$ cat config.mk
export PLATFORM = sky130hd
export DESIGN_NAME = ps2_packet_framer
export DESIGN_NICKNAME = d
export VERILOG_FILES = /design/src/rtl/ps2_pkg.sv /design/src/rtl/ps2_packet_framer_sat_counter.sv /design/src/rtl/ps2_packet_framer.sv
export SDC_FILE = /design/constraint.sdc
export NUM_CORES = 1
export LEC_CHECK = 0
export ABC_AREA = 1
export CAP_MARGIN = 20
export CORE_AREA = 2 2 82 84
export DETAILED_ROUTE_END_ITERATION = 10
export DIE_AREA = 0 0 84 86
export PLACE_DENSITY = 0.65
export REMOVE_ABC_BUFFERS = 1
export SLEW_MARGIN = 20
export SYNTH_ARGS = -nofsm -noshare
export SYNTH_HDL_FRONTEND = slang
export SYNTH_SLANG_ARGS = --single-unit
$ cat constraint.sdc
create_clock -name clk -period 1.84 [get_ports clk]
set_input_delay 0.46 -clock clk [delete_from_list [all_inputs] [get_ports clk]]
set_output_delay 0.46 -clock clk [all_outputs]
set_load 0.02 [all_outputs]
$ cat src/rtl/ps2_pkg.sv
// Shared types and width helpers for the PS/2 packet framer.
package ps2_pkg;

    typedef enum logic {
        SEARCH  = 1'b0,
        COLLECT = 1'b1
    } state_t;

    // Byte index width: idx only ever holds 0..pkt_bytes-1, and pkt_bytes is at least 2.
    function automatic int idx_width(input int pkt_bytes);
        return $clog2(pkt_bytes);
    endfunction

    // Idle counter width: must hold 0..timeout. Kept at 1 bit or more so TIMEOUT=0 still elaborates.
    function automatic int to_width(input int timeout);
        return (timeout > 0) ? $clog2(timeout + 1) : 1;
    endfunction

endpackage

$ cat src/rtl/ps2_packet_framer_sat_counter.sv
// Saturating up-counter: q steps by one on each inc and holds at all-ones.
// Registered output, one-cycle update latency, no backpressure.
module sat_counter #(
    parameter int W = 8
) (
    input  logic         clk,
    input  logic         reset,
    input  logic         inc,
    output logic [W-1:0] q
);

    always_ff @(posedge clk or posedge reset) begin
        if (reset)
            q <= '0;
        else if (inc && (q != '1))
            q <= q + W'(1);
    end

endmodule

$ cat src/rtl/ps2_packet_framer.sv
// Frames a valid-qualified byte stream into PKT_BYTES-byte packets on a sync bit, aborting stalled packets.
// done/out_bytes register one cycle after the last byte; there is no backpressure, and bytes with in_valid=0 are ignored.
module ps2_packet_framer
    import ps2_pkg::*;
#(
    parameter int DATA_W    = 8,
    parameter int PKT_BYTES = 3,
    parameter int SYNC_BIT  = 3,
    parameter int TIMEOUT   = 16,
    parameter int ERR_W     = 8
) (
    input  logic                        clk,
    input  logic                        reset,
    input  logic [DATA_W-1:0]           in,
    input  logic                        in_valid,
    output logic [PKT_BYTES*DATA_W-1:0] out_bytes,
    output logic                        done,
    output logic                        timeout_err,
    output logic [ERR_W-1:0]            err_cnt
);

    localparam int IDX_W = idx_width(PKT_BYTES);
    localparam int TO_W  = to_width(TIMEOUT);
    localparam int SH_W  = (PKT_BYTES - 1) * DATA_W;

    localparam logic [IDX_W-1:0] IDX_LAST = IDX_W'(PKT_BYTES - 1);
    localparam logic [TO_W-1:0]  TO_LAST  = TO_W'((TIMEOUT > 0) ? TIMEOUT - 1 : 0);

    state_t                        state, state_nxt;
    logic [IDX_W-1:0]              idx, idx_nxt;
    logic [TO_W-1:0]               idle, idle_nxt;
    logic [SH_W-1:0]               shreg, shreg_nxt;
    logic [PKT_BYTES*DATA_W-1:0]   out_nxt;
    logic                          done_nxt;
    logic                          abort;

    always_ff @(posedge clk or posedge reset) begin
        if (reset) begin
            state       <= SEARCH;
            idx         <= '0;
            idle        <= '0;
            shreg       <= '0;
            out_bytes   <= '0;
            done        <= 1'b0;
            timeout_err <= 1'b0;
        end else begin
            state       <= state_nxt;
            idx         <= idx_nxt;
            idle        <= idle_nxt;
            shreg       <= shreg_nxt;
            out_bytes   <= out_nxt;
            done        <= done_nxt;
            timeout_err <= abort;
        end
    end

    // shreg holds the bytes collected so far, oldest in the MSBs; the last byte is appended straight into out_bytes.
    always_comb begin
        state_nxt = state;
        idx_nxt   = idx;
        idle_nxt  = idle;
        shreg_nxt = shreg;
        out_nxt   = out_bytes;
        done_nxt  = 1'b0;
        abort     = 1'b0;

        case (state)
            SEARCH: begin
                idle_nxt = '0;
                if (in_valid && in[SYNC_BIT]) begin
                    shreg_nxt = SH_W'(in);
                    idx_nxt   = IDX_W'(1);
                    state_nxt = COLLECT;
                end
            end
            COLLECT: begin
                if (in_valid) begin
                    // An arriving byte always beats an expiring idle count.
                    idle_nxt = '0;
                    if (idx == IDX_LAST) begin
                        out_nxt   = {shreg, in};
                        done_nxt  = 1'b1;
                        idx_nxt   = '0;
                        state_nxt = SEARCH;
                    end else begin
                        shreg_nxt = SH_W'({shreg, in});
                        idx_nxt   = idx + IDX_W'(1);
                    end
                end else if (TIMEOUT > 0) begin
                    if (idle == TO_LAST) begin
                        abort     = 1'b1;
                        idle_nxt  = '0;
                        idx_nxt   = '0;
                        state_nxt = SEARCH;
                    end else begin
                        idle_nxt = idle + TO_W'(1);
                    end
                end
            end
            default: state_nxt = SEARCH;
        endcase
    end

    sat_counter #(
        .W(ERR_W)
    ) u_err_cnt (
        .clk   (clk),
        .reset (reset),
        .inc   (abort),
        .q     (err_cnt)
    );

endmodule

==> flow_metrics.py <==
metrics = {
    "clocking": {
        "clkSinkCount": 58,
        "clk_pin_slew_ns": 0.06,
        "root_buffer": "clkbuf_8",
        "cts_buffer_depth": 2,
        "htree_levels": 3,
        "cts_buffers": 9,
        "cts_tree": "built",
        "cts_setup_buffers": 0,
        "clk_latency_ns": 0.34,
    },
    "die": {
        "floorplan.rows": 29,
        "die_w_microns": 84,
        "die_h_microns": 86,
        "start_util": 0.3897,
        "dieArea_sq_um": 7224,
        "core_sq_um": 6277,
        "num_io_pins": 45,
    },
    "final_layout": {
        "fin_nets": 350,
        "multiInputGateArea_sq_um": 868.3,
        "drive_gt1_frac": 0.1287,
        "fillers": 591,
        "regArea_sq_um": 1451,
        "num_antenna_cells": 0,
        "syn_to_final_growth_pct": 34.99,
        "fin_util": 0.5260,
    },
    "sta": {
        "slew_violations": 0,
        "finalClockSkew_ns": 0.006819,
        "max_freq_mhz": 559.9,
        "rsz0062_at_grt": "no",
        "maxSlewHeadroom": 0.7237,
        "period_share": 0.9707,
        "final.setup.worst_slack_ns": 0.05384,
        "setup_violations": 0,
        "finalCriticalPeriod_ns": 1.786,
        "hold_violations": 0,
        "worstMarginPinSlew_ns": 0.4138,
    },
    "logic_synthesis": {
        "synthDistinctLibCells": 22,
        "syn-cell-area_sq_um": 2446,
        "ys_ff_latch": 58,
        "ys_warn_count": 0,
        "synthCells": 280,
        "syn_avg_cell_area_sq_um": 8.736,
        "ys_seq_area_frac": 0.5934,
    },
    "setup_path": {
        "critPathMaxStageDelay_ns": 0.61,
        "end_kind": "output port",
        "path_buf_inv": 1,
        "crit_type": "reg -> out",
        "crit_start": "u_err_cnt.q[2]$_DFFE_PP0P_",
        "reg2reg_slack_ns": 0.32,
        "arrival_ns": 1.33,
        "cp_max_fo": 2,
        "r2r_end": "u_err_cnt.q[0]$_DFFE_PP0P_",
        "cp.required_ns": 1.38,
        "r2r-start": "u_err_cnt.q[0]$_DFFE_PP0P_",
        "cp-start-kind": "register",
        "critPathTopFamily": "buffers and inverters",
        "slowest_stage": "clkdlybuf4s50_1",
        "r2r_cells": 7,
        "cp_cell_sequence": "clkdlybuf4s50_1",
    },
    "placed_design": {
        "post-place-ws_ns": -0.05083,
        "dp_hpwl_microns": 3336,
        "place.gp.congestion": 0.8067,
        "io_buffers": 44,
    },
    "route": {
        "dr.first_iter.drc_count": 76,
        "drc": 0,
        "vias": 1919,
        "wl_per_cell_microns": 11.59,
        "drt-total-wl_microns": 4856,
        "dr.pass1.iters": 4,
        "drt-vias-per-instance": 4.580,
        "drt.antenna.violating_nets": 0,
    },
    "global_route": {
        "overflow": 0,
        "grt_pass1_vias": 1964,
        "grt_max_degree": 32,
        "grt_pass1_wl_microns": 8714,
        "antenna_found_initial": 0,
        "grt_usage": 0.1544,
    },
    "min_path": {
        "hp-class": "in -> async",
    },
    "power": {
        "irDropWorstVdd_v": 0.0007564,
        "power-per-cell-area_nw_per_um2": 1553,
        "leakage_nw": 1.701,
    },
    "outcome": {
        "status": "finished, final reports clean",
    },
    "job": {
        "max-cap-violations": 0,
    },
}
logic make-up (layout without fill, tap and decap cells):
group	count (synthesis)	in the layout	synth area share
AND/OR/NAND/NOR	153	153	0.2496
adder cells (fa/ha/maj)	2	2	0.01023
flip-flops	58	58	0.5933
buffers and inverters	31	93	0.05166
AO/OA/AOI/OAI	32	32	0.08081
XOR/XNOR	4	4	0.01432
layout make-up:
type                            instances  share of cell area
Sequential cell                        58              0.4396
Multi-Input combinational cell        191              0.2630
Timing Repair Buffer                   54              0.1660
Clock buffer                           11             0.04585
Clock inverter                          5             0.03031
Tap cell                               77             0.02918
Inverter                               23             0.02615
power by group:
part           internal, mW  switching, mW  total, mW  leakage (nW)
clock                 0.968          0.493       1.46         0.129
combinational         0.774          0.931       1.71         0.816
sequential             1.70          0.260       1.96         0.756
synthesized netlist by cell type:
cell | instances | area [sq um]
clkbuf_1 | 4 | 15.01
dfrtp_1 | 58 | 1451
inv_1 | 19 | 71.32
nand4_1 | 1 | 6.260
o21ai_0 | 6 | 30.03
nor3_1 | 2 | 10.01
buf_2 | 2 | 10.01
nand3_2 | 1 | 10.01
buf_4 | 2 | 15.01
o21ai_1 | 15 | 75.07
nand3_1 | 9 | 45.04
xor2_1 | 2 | 17.52
nor2_2 | 1 | 6.260
a21oi_1 | 1 | 5.000
nand2_1 | 127 | 476.7
nor2_1 | 10 | 37.54
xnor2_1 | 2 | 17.52
ha_1 | 2 | 25.02
nor2_4 | 1 | 11.26
inv_2 | 4 | 15.01
nand3b_1 | 1 | 7.510
o21ai_2 | 10 | 87.58
layer usage:
layer | vias up | global-route usage | share of wire
met5 | - | 0 | 0
met1 | 885 | 0.1877 | 0.46
met3 | 9 | 0.03850 | 0.043
met2 | 38 | 0.2524 | 0.47
li1 | 987 | - | -
met4 | 0 | 0.08798 | 0.025
cells in the final DEF (no fill, tap or decap), types with 3 or more instances in the layout:
master           netlist  final
buf_12                 0      3
buf_4                  2      7
bufinv_16              0      3
clkbuf_8               0     11
clkdlybuf4s50_1        0     37
dfrtp_1               58     58
dlygate4sd2_1          0      6
inv_1                 19     18
inv_2                  4      5
nand2_1              127    127
nand3_1                9      9
nor2_1                10     10
o21ai_0                6      6
o21ai_1               15     15
o21ai_2               10     10
metrics by stage:
step	hold WS, ns	power [mW]	cells	setup TNS (ns)	cell area (sq um)
2_1_floorplan	0.4326	2.914	272	-2.783	2406
3_3_place_gp	0.4509	3.670	403	-0.3096	3055
3_5_place_dp	0.4578	3.723	403	-0.3306	3055
4_1_cts	0.4398	5.205	419	0	3299
5_1_grt	0.4555	5.463	419	0	3302
6_report	0.4388	5.127	419	0	3302
how the worst max path moves through the flow:
stage,end,slack [ns],cells past startpoint
floorplan,done$_DFF_PP0_,-0.05,1
detailed placement,u_err_cnt.q[6]$_DFFE_PP0P_,-0.05,6
global route,err_cnt[2],0.004,1
finish,err_cnt[2],0.05,1
global placement,u_err_cnt.q[1]$_DFFE_PP0P_,-0.05,6
CTS,err_cnt[2],0.04,1
state kept, by name, indices dropped and copies added, names as in the netlist:
name / count
done: 1
idle: 5
idx: 2
out_bytes: 24
shreg: 16
state: 1
timeout_err: 1
u_err_cnt.q: 8
repair_timing:
action                     in CTS  in global routing
setup endpoints to repair       6                  1
hold buffers                    0                  0
gates resized for setup         6                  1
No activity file was read; power rests on OpenSTA's default activity.
